$ cat src/rtl/bsg_manycore_host_req_gate.sv
// bsg_manycore_host_req_gate
//
// Credit-gated host request buffer sitting between the DPI host-request
// source and the manycore endpoint's host request input. Host packets are
// held in a small circular FIFO and released to the endpoint only while the
// endpoint advertises an out-credit. Because the endpoint's credit counter
// lags a dequeue by one cycle, the credit consumed by the most recent issue
// is subtracted locally (issued_r) before deciding whether to issue again.
// A fence drains the FIFO, waits for every credit to return, then pulses
// fence_done_o.
//
// Optional feature macro: HOST_REQ_GATE_STALL_STATS_EN
//   defined   -> stall_cycles_o counts cycles where a request is buffered but
//                no credit is available (32-bit, saturating, reset-cleared)
//   undefined -> stall_cycles_o is tied to 0
//
// Ports:
//   clk_i             clock
//   reset_n_i         asynchronous active-low reset
//   host_req_i        request packet from the host
//   host_req_v_i      host request valid
//   host_req_ready_o  buffer can accept a request
//   ep_req_o          FIFO head presented to the endpoint
//   ep_req_v_o        request valid to the endpoint
//   ep_req_ready_i    endpoint accepts the request
//   ep_out_credits_i  endpoint's advertised out-credits
//   fence_i           fence request (level, sampled on clk_i)
//   fence_done_o      one-cycle fence completion pulse
//   fence_busy_o      high while a fence is in progress
//   occupancy_o       number of buffered entries
//   stall_cycles_o    credit-stall cycle counter

module bsg_manycore_host_req_gate #(
  parameter int fifo_width_p      = 32,
  parameter int max_out_credits_p = 4,
  parameter int els_p             = 4,
  localparam int credit_width_lp  = $clog2(max_out_credits_p + 1),
  localparam int occ_width_lp     = $clog2(els_p + 1)
) (
  input  logic                       clk_i,
  input  logic                       reset_n_i,
  input  logic [fifo_width_p-1:0]    host_req_i,
  input  logic                       host_req_v_i,
  output logic                       host_req_ready_o,
  output logic [fifo_width_p-1:0]    ep_req_o,
  output logic                       ep_req_v_o,
  input  logic                       ep_req_ready_i,
  input  logic [credit_width_lp-1:0] ep_out_credits_i,
  input  logic                       fence_i,
  output logic                       fence_done_o,
  output logic                       fence_busy_o,
  output logic [occ_width_lp-1:0]    occupancy_o,
  output logic [31:0]                stall_cycles_o
);

  localparam int ptr_width_lp = $clog2(els_p);
  localparam logic [occ_width_lp-1:0]    full_count_lp  = occ_width_lp'(els_p);
  localparam logic [credit_width_lp-1:0] max_credits_lp = credit_width_lp'(max_out_credits_p);

  typedef enum logic [1:0] {
    RUN   = 2'd0,
    DRAIN = 2'd1,
    DONE  = 2'd2
  } state_e;

  state_e                    state_r, state_n_s;
  logic [fifo_width_p-1:0]   mem_r [els_p];
  logic [ptr_width_lp-1:0]   rptr_r, wptr_r;
  logic [occ_width_lp-1:0]   count_r;
  logic                      issued_r;
  logic [credit_width_lp:0]  avail_s;
  logic                      avail_nz_s;
  logic                      enq_s, deq_s;
  logic                      empty_s, full_s;
  logic                      drain_done_s;

  assign empty_s = (count_r == {occ_width_lp{1'b0}});
  assign full_s  = (count_r == full_count_lp);

  // Credits still usable this cycle: advertised credits minus the one taken
  // by last cycle's issue (not yet visible in the endpoint's counter),
  // clamped at zero.
  always_comb begin
    avail_s = {(credit_width_lp+1){1'b0}};
    if ({1'b0, ep_out_credits_i} > {{credit_width_lp{1'b0}}, issued_r}) begin
      avail_s = {1'b0, ep_out_credits_i} - {{credit_width_lp{1'b0}}, issued_r};
    end else begin
      avail_s = {(credit_width_lp+1){1'b0}};
    end
  end

  assign avail_nz_s = (avail_s != {(credit_width_lp+1){1'b0}});

  // ep_req_v_o is a function of buffer state and credits only; ready from
  // the endpoint never feeds back into it.
  assign ep_req_v_o = !empty_s && avail_nz_s;
  assign ep_req_o   = mem_r[rptr_r];

  // The reset term keeps ready low while reset is asserted.
  assign host_req_ready_o = reset_n_i && !full_s && (state_r == RUN);

  assign enq_s = host_req_v_i && host_req_ready_o;
  assign deq_s = ep_req_v_o && ep_req_ready_i;

  assign occupancy_o  = count_r;
  assign fence_done_o = (state_r == DONE);
  assign fence_busy_o = (state_r != RUN);

  assign drain_done_s = empty_s && !issued_r && (ep_out_credits_i == max_credits_lp);

  // Packet storage; contents are don't-care until written, so no reset.
  always_ff @(posedge clk_i) begin
    if (enq_s) begin
      mem_r[wptr_r] <= host_req_i;
    end
  end

  // Pointers, count and the one-cycle issued flag.
  always_ff @(posedge clk_i or negedge reset_n_i) begin
    if (!reset_n_i) begin
      rptr_r   <= {ptr_width_lp{1'b0}};
      wptr_r   <= {ptr_width_lp{1'b0}};
      count_r  <= {occ_width_lp{1'b0}};
      issued_r <= 1'b0;
    end else begin
      issued_r <= deq_s;
      if (enq_s) begin
        wptr_r <= wptr_r + {{(ptr_width_lp-1){1'b0}}, 1'b1};
      end
      if (deq_s) begin
        rptr_r <= rptr_r + {{(ptr_width_lp-1){1'b0}}, 1'b1};
      end
      if (enq_s && !deq_s) begin
        count_r <= count_r + {{(occ_width_lp-1){1'b0}}, 1'b1};
      end else if (!enq_s && deq_s) begin
        count_r <= count_r - {{(occ_width_lp-1){1'b0}}, 1'b1};
      end
    end
  end

  // Fence state register.
  always_ff @(posedge clk_i or negedge reset_n_i) begin
    if (!reset_n_i) begin
      state_r <= RUN;
    end else begin
      state_r <= state_n_s;
    end
  end

  // Fence next-state logic; DONE always returns to RUN so a still-high
  // fence_i starts a fresh fence from RUN.
  always_comb begin
    state_n_s = state_r;
    case (state_r)
      RUN: begin
        if (fence_i) begin
          state_n_s = DRAIN;
        end else begin
          state_n_s = RUN;
        end
      end
      DRAIN: begin
        if (drain_done_s) begin
          state_n_s = DONE;
        end else begin
          state_n_s = DRAIN;
        end
      end
      DONE:    state_n_s = RUN;
      default: state_n_s = RUN;
    endcase
  end

`ifdef HOST_REQ_GATE_STALL_STATS_EN
  logic [31:0] stall_cnt_r;
  logic        stall_s;

  assign stall_s = !empty_s && !avail_nz_s;

  // Saturating count of cycles where work is buffered but credit-blocked.
  always_ff @(posedge clk_i or negedge reset_n_i) begin
    if (!reset_n_i) begin
      stall_cnt_r <= 32'd0;
    end else if (stall_s && (stall_cnt_r != 32'hFFFF_FFFF)) begin
      stall_cnt_r <= stall_cnt_r + 32'd1;
    end
  end

  assign stall_cycles_o = stall_cnt_r;
`else
  assign stall_cycles_o = 32'd0;
`endif

  // Credits above the endpoint maximum are out of contract.
  always @(posedge clk_i) begin
    assert (!reset_n_i || (ep_out_credits_i <= max_credits_lp))
      else $error("ep_out_credits_i %0d exceeds max_out_credits_p", ep_out_credits_i);
  end

endmodule
$ cat config.mk
export PLATFORM = sky130hd
export DESIGN_NAME = bsg_manycore_host_req_gate
export DESIGN_NICKNAME = d
export VERILOG_FILES = /design/src/rtl/bsg_manycore_host_req_gate.sv
export SDC_FILE = /design/constraint.sdc
export NUM_CORES = 1
export LEC_CHECK = 0
export BUFFER_PORTS_ARGS = -buffer_cell sky130_fd_sc_hd__buf_2
export CAP_MARGIN = 25
export CORE_MARGIN = 1.5
export CORE_UTILIZATION = 54
export CTS_BUF_LIST = sky130_fd_sc_hd__clkbuf_8 sky130_fd_sc_hd__clkbuf_16
export CTS_CLUSTER_SIZE = 20
export DETAILED_ROUTE_END_ITERATION = 12
export HOLD_SLACK_MARGIN = 0.05
export PLACE_DENSITY_LB_ADDON = 0.1
export SYNTH_ARGS = -nofsm -noshare
export SYNTH_HDL_FRONTEND = slang
export SYNTH_SLANG_ARGS = --single-unit
$ cat constraint.sdc
create_clock -name clk_i -period 2.95 [get_ports clk_i]
set_input_delay 0.1475 -clock clk_i [delete_from_list [all_inputs] [get_ports clk_i]]
set_output_delay 0.1475 -clock clk_i [all_outputs]
set_load 0.01 [all_outputs]
==> impl_metrics.yaml, run 1 <==
timing:
  rsz_0062_raised_after_global_routing: "no"
  final_setup_tns_ps: 0
  final_min_period_over_clock_period_pct: 87.3
  post-route-min-period_ps: 2580
  final-setup-viol-count: 0
  maximum_clock_frequency_ghz: 0.388
  worst_slack_ps: 374
  timing.final.hold_violations: 0
  final.setup_skew_ps: 7.71
  slew_viol_final: 0
  max_slew_margin_pct: 43.1
  worst_pin_slew_ps: 853
worst_setup_path:
  critical_path.reg2reg.startpoint: "issued_r$_DFF_PN0_"
  timing.critical_path.required_ps: 3350
  worstPathArrival_ps: 2980
  ff2ff_setup_slack_ps: 370
  crit_type: "flip-flop to flip-flop"
  critical_path.endpoint_type: "flip-flop"
  worst_r2r_endpoint: "occupancy_o[1]$_DFFE_PN0P_"
  crit_fanout: 3
  critical_path.startpoint_type: "flip-flop"
  worst_r2r_path_depth: 9
synth:
  synth_top_area_cell: "sky130_fd_sc_hd__edfxtp_1"
  netlist_top_cells_area: "sky130_fd_sc_hd__edfxtp_1 70%, sky130_fd_sc_hd__mux4_2 13%, sky130_fd_sc_hd__dfrtp_1 4.6%"
  post_synth_instance_area_mm2: 0.00548
  ys_seq_elements: 138
  yosysSeqAreaShare_pct: 74.7
  netlist_instances: 255
  synth_top_area_share_pct: 70.2
  synthDistinctLibCells: 30
  yosys_warnings: 0
  avgSynthCellArea_um2: 21.5
grt:
  global_route.peak_usage_layer: "met2"
  groute.layer.met2.usage_pct: 31.2
  overflow: 0
  grt_first_pass_wirelength_mm: 14.8
  antenna_violations_before_repair: 0
  first_global_vias: 2883
  grt.total_usage_pct: 18.7
  met3_grt_util_pct: 5.22
  grtUsageMet1_pct: 22.5
  pin_count_of_the_biggest_net_entering_global_routing: 34
cells_and_area:
  fin_cells: 535
  final_cell_mix: "128 x sky130_fd_sc_hd__edfxtp_1, 78 x sky130_fd_sc_hd__buf_2, 39 x sky130_fd_sc_hd__dlygate4sd3_1"
  share_of_post_route_cells_with_drive_strength_above_1_pct: 40.5
  sequential_cell_area_mm2: 0.00410
  multi_input_area_mm2: 0.00119
  final_nets: 437
  fin_area_mm2: 0.00695
  mostFrequentLayoutCell: "sky130_fd_sc_hd__edfxtp_1"
  filler_cell_count: 660
  antenna_diode_count: 0
  layout-area-overhead-vs-synth_pct: 26.8
worst_hold_path:
  worst_hold_startpoint: "ep_out_credits_i[2]"
  whs_path_depth: 3
  holdPathEnd: "state_r[1]$_DFF_PN0_"
  hp-class: "input pin to flip-flop"
floorplan:
  die_height_um: 104
  die_w_um: 104
  floorplan.core_area_mm2: 0.00982
  placement_rows: 36
  initial_utilization_pct: 55.8
  floorplan.io_pins: 111
  die_area_mm2: 0.0108
placement:
  io_buffers: 78
  cell_total_after_placement: 464
  gpl.final_weighted_congestion: 0.766
  dpl_cell_area_mm2: 0.00598
  detailedPlace.worstSlack_ps: 368
  detailedPlacementHpwl_mm: 5.56
status:
  outcome: "finished clean"
route:
  iter_0_drt_violations: 134
  detail_route.vias_per_cell: 5.09
  detail_route.wl_per_cell_um: 17.5
  drtAntennaViolNets: 0
  vias: 2722
  drc: 0
  detail_route.first_pass.iterations: 4
  postRouteWirelength_mm: 9.37
pwr:
  irDropWorstVdd_uv: 437
  design_power_total_mw: 5.75
  power-per-cell-area_mw_per_mm2: 828
  power.static_leakage_nw: 2.56
clock_network:
  cts_tree: "done"
  post-cts-setup-buffer-count: 0
  clk_latency_ps: 520
  cts-buffers-inserted: 17
  clk_transition_reported_paths_ps: 60
  cts_htree_levels: 4
  cts_num_sinks: 138
  clockRootBuffer: "sky130_fd_sc_hd__clkbuf_8"
  clock_tree.buffer_depth: 2
job:
  maxCapViolCount: 0
## worst max-delay path, cell delays in order (launching register included)
cell and delay, ps:
sky130_fd_sc_hd__dfrtp_1 380, sky130_fd_sc_hd__ha_1 180, sky130_fd_sc_hd__ha_1 280, sky130_fd_sc_hd__nand2b_1 160, sky130_fd_sc_hd__a221oi_2 330, sky130_fd_sc_hd__nand2_1 160, sky130_fd_sc_hd__ha_1 230, sky130_fd_sc_hd__inv_1 80
sky130_fd_sc_hd__fa_1 400, sky130_fd_sc_hd__mux2_2 260
## layout make-up
type                    count  area share, %
clock buffers              17           5.96
multi-input cells         101           17.2
well taps                 133           2.40
repair buffers            124           12.7
clock inverters            15           2.36
inverters                   7          0.378
flip-flops and latches    138           59.0
## layer usage
metal,wire length [um],up-vias
met5,0,-
met1,3900,1383
met4,161,0
met2,4810,98
met3,503,14
li1,-,1227
## flip-flops by register name, indices dropped and copies added (netlist names)
| signal | flops |
|---|---|
| state_r | 2 |
| mem_r | 128 |
| wptr_r | 2 |
| rptr_r | 2 |
| occupancy_o | 3 |
| issued_r | 1 |
## through the flow
| step | hold WS, ps | util, % |
|---|---|---|
| after global placement | 29.4 | 60.9 |
| after global routing | 175 | 70.7 |
| after floorplan | -148 | - |
| after detailed placement | 24.0 | 60.9 |
| after CTS | 142 | 70.7 |
| final | 171 | 70.7 |
## cell families (layout without fill, tap and decap cells)
family / after synthesis / after routing / synth area share (%)
AOI/OAI and AO/OA: 4 / 4 / 0.982
xor gates and xnor gates: 6 / 6 / 0.959
other: 1 / 32 / 0.0685
muxes: 34 / 34 / 13.6
adders and majority gates: 8 / 8 / 1.96
and+or+nand+nor: 17 / 17 / 2.08
buffers and inverters: 47 / 163 / 5.57
DFF: 138 / 138 / 74.7
## power breakdown
group	internal, mW	leakage, nW	switching, mW
sequential	2.21	1.27	0.234
combinational	0.734	1.02	0.537
clock	1.22	0.275	0.814
total	4.17	2.56	1.58
## worst max-delay path by stage
stage | slack [ps] | cells after the start | startpoint | end
final | 370 | 9 | issued_r$_DFF_PN0_ | occupancy_o[1]$_DFFE_PN0P_
after global routing | 220 | 9 | issued_r$_DFF_PN0_ | occupancy_o[1]$_DFFE_PN0P_
after CTS | 360 | 9 | issued_r$_DFF_PN0_ | occupancy_o[1]$_DFFE_PN0P_
after detailed placement | 370 | 9 | issued_r$_DFF_PN0_ | occupancy_o[1]$_DFFE_PN0P_
after global placement | 440 | 9 | issued_r$_DFF_PN0_ | occupancy_o[1]$_DFFE_PN0P_
after floorplan | 390 | 9 | issued_r$_DFF_PN0_ | occupancy_o[1]$_DFFE_PN0P_
## synth_stat cells, drive strengths merged
cell type	n
xnor2	4
inv	7
ha	7
edfxtp	128
a211oi	1
xor2	2
nor4b	1
and2	1
and4b	1
nand3	1
a21bo	1
buf	37
a311oi	1
or2	1
dfrtp	10
nand2b	1
nand2	1
conb	1
mux2	2
and2b	1
and3	4
fa	1
clkbuf	3
nor2	3
nor2b	1
a221oi	1
nor3	1
mux4	32
## timing repair
| action | 4_1_cts | 5_1_grt |
|---|---|---|
| endpoints found under the hold margin | 144 | 0 |
| hold buffers | 39 | 0 |
| gates resized for setup | 0 | 0 |
(Power assumes the default switching activity.)
==> inputs of run 2 (changes only) <==
- ABC_AREA: unset -> 1
- CORE_UTILIZATION: 54 -> 55
==> impl_metrics.yaml, run 2 <==
clock_network:
  cts-buffers-inserted: 17
  clock_tree.buffer_depth: 2
  ctsResizeCount: 0
  cts_tree: "done"
  cts_num_sinks: 138
  cts-hold-fix-buffers: 40
  cts_htree_levels: 4
  clk_transition_reported_paths_ps: 60
  post-cts-setup-buffer-count: 0
  clk_latency_ps: 520
  clockRootBuffer: "sky130_fd_sc_hd__clkbuf_8"
cells_and_area:
  final_cell_mix: "128 x sky130_fd_sc_hd__edfxtp_1, 78 x sky130_fd_sc_hd__buf_2, 72 x sky130_fd_sc_hd__nor2_1"
  multi_input_area_mm2: 0.00124
  max_flop_register: "mem_r"
  filler_cell_count: 720
  largest_register_ff_count: 128
  final_nets: 601
  layout-area-overhead-vs-synth_pct: 23.8
  mostFrequentLayoutCell: "sky130_fd_sc_hd__edfxtp_1"
  share_of_post_route_cells_with_drive_strength_above_1_pct: 22.3
  antenna_diode_count: 0
  sequential_cell_area_mm2: 0.00410
worst_setup_path:
  critical_path.startpoint_type: "flip-flop"
  crit_type: "flip-flop to output pin"
  critical_path.reg2reg.startpoint: "issued_r$_DFF_PN0_"
  worst_r2r_endpoint: "occupancy_o[2]$_DFFE_PN0P_"
  crit_path_start: "rptr_r[1]$_DFFE_PN0P_"
  worstPathArrival_ps: 2330
  ff2ff_setup_slack_ps: 660
  critical_path.endpoint_type: "output pin"
  crit_fanout: 32
  timing.critical_path.required_ps: 2800
  worst_r2r_path_depth: 12
synth:
  post_synth_instance_area_mm2: 0.00571
  netlist_top_cells_area: "sky130_fd_sc_hd__edfxtp_1 67%, sky130_fd_sc_hd__nor2_1 5.0%, sky130_fd_sc_hd__dfrtp_1 4.4%"
  avgSynthCellArea_um2: 13.3
  ys_seq_elements: 138
  synth_top_area_share_pct: 67.4
  synth_most_common_cell: "sky130_fd_sc_hd__edfxtp_1"
  ys.flop_type: "sky130_fd_sc_hd__edfxtp_1"
  synth_edf_count: 128
  netlist_instances: 430
  synthDistinctLibCells: 27
  yosysSeqAreaShare_pct: 71.7
  yosys_warnings: 0
  fraction_of_synthesis_flops_using_an_asynchronous_set_or_reset_pin_pct: 7.25
  synth_top_area_cell: "sky130_fd_sc_hd__edfxtp_1"
  synthTopCellsByCount: "128 x sky130_fd_sc_hd__edfxtp_1, 76 x sky130_fd_sc_hd__nor2_1, 38 x sky130_fd_sc_hd__o21ai_0"
pwr:
  power.static_leakage_nw: 2.71
  power.clock.fraction_pct: 34.3
  irDropWorstVdd_uv: 893
  p_sw_share_pct: 31.8
  cellInternalPower_mw: 4.36
  sequentialPowerShare_pct: 36.7
  power.combinational.fraction_pct: 28.9
  power.switching_mw: 2.03
  power-per-cell-area_mw_per_mm2: 906
timing:
  slew_viol_final: 0
  rsz_0062_raised_after_global_routing: "no"
  holdWs_ps: 204
  timing.final.hold_violations: 0
  worst_pin_slew_ps: 679
  final_min_period_over_clock_period_pct: 83.9
  maximum_clock_frequency_ghz: 0.404
  final.setup_skew_ps: 4.77
  max_slew_margin_pct: 54.8
  final-setup-viol-count: 0
  final_setup_tns_ps: 0
  post-route-min-period_ps: 2480
placement:
  gpl.final_weighted_congestion: 0.808
  io_buffers: 78
  detailedPlacementHpwl_mm: 6.19
route:
  detail_route.vias_per_cell: 5.07
  vias: 3557
  detail_route.wl_per_cell_um: 15.7
  postRouteWirelength_mm: 11.0
  drc: 0
  iter_0_drt_violations: 215
  drtAntennaViolNets: 0
  detail_route.first_pass.iterations: 5
worst_hold_path:
  hp-class: "input pin to flip-flop"
  holdPathEnd: "wptr_r[1]$_DFFE_PN0P_"
  worst_hold_startpoint: "host_req_v_i"
  whs_path_depth: 4
grt:
  met3_grt_util_pct: 5.05
  global_route.peak_usage_layer: "met2"
  grt_first_pass_wirelength_mm: 17.5
  groute.layer.met2.usage_pct: 35.0
  pin_count_of_the_biggest_net_entering_global_routing: 67
  first_global_vias: 3464
  grtUsageMet1_pct: 27.1
  overflow: 0
  antenna_violations_before_repair: 0
  grt.total_usage_pct: 21.4
floorplan:
  die_area_mm2: 0.0110
  floorplan.io_pins: 111
  floorplan.core_area_mm2: 0.0102
  initial_utilization_pct: 56.0
  die_height_um: 105
  die_w_um: 105
  placement_rows: 37
status:
  outcome: "finished clean"
job:
  maxCapViolCount: 0
-- run 2: power by group through the flow --
| stage | logic (mW) | clock network [mW] | registers [mW] |
|---|---|---|---|
| detailed placement | 1.81 | 0 | 2.39 |
| global placement | 1.79 | 0 | 2.38 |
| finish | 1.85 | 2.20 | 2.35 |
| CTS | 1.88 | 2.23 | 2.35 |
| global route | 2.07 | 2.30 | 2.36 |
| floorplan | 1.37 | 0 | 2.36 |
-- run 2: worst max-delay path by stage --
stage	to	slack (ps)	depth (start not counted)
6_report	ep_req_o[25]	470	4
5_1_grt	ep_req_o[25]	320	4
4_1_cts	ep_req_o[25]	410	4
3_5_place_dp	occupancy_o[2]$_DFFE_PN0P_	650	12
3_3_place_gp	occupancy_o[2]$_DFFE_PN0P_	720	12
2_1_floorplan	mem_r[0][0]$_DFFE_PP_	340	4
-- run 2: layout make-up --
cell class,count,area share (%)
clock buffer,17,5.86
multi-input combinational,247,17.6
tap,136,2.41
clock inverter,15,2.92
inverter,23,1.22
timing repair buffer,126,12.0
sequential,138,58.0
-- run 2: through the flow --
step | worst slack (ps) | util [%] | area, um^2 | cells | power, mW
finish | 474 | 69.3 | 7060 | 702 | 6.40
floorplan | 339 | - | 5820 | 461 | 3.72
global route | 319 | 69.3 | 7060 | 702 | 6.74
detailed placement | 647 | 59.3 | 6040 | 630 | 4.20
CTS | 412 | 69.3 | 7060 | 702 | 6.46
global placement | 721 | 59.3 | 6040 | 630 | 4.17
-- run 2: kinds of logic after synthesis --
| logic type | synth area share [%] |
|---|---|
| flip-flops | 71.7 |
| AND/OR/NAND/NOR | 7.30 |
| AO/OA/AOI/OAI | 9.45 |
| buffers and inverters | 9.10 |
| adder cells (fa/ha/maj) | 1.89 |
| XOR/XNOR | 0.461 |
| other | 0.0657 |
-- run 2: critical path, stage by stage (launching register included) --
cell                      delay, ps
sky130_fd_sc_hd__dfrtp_1        610
sky130_fd_sc_hd__inv_2          570
sky130_fd_sc_hd__o21ai_0        210
sky130_fd_sc_hd__o22ai_1        230
sky130_fd_sc_hd__buf_2          180
-- run 2: per-layer routing --
layer	vias to the layer above	share of wire, %
li1	1725	-
met2	124	49
met4	0	2.1
met5	-	0
met3	17	5.4
met1	1691	44
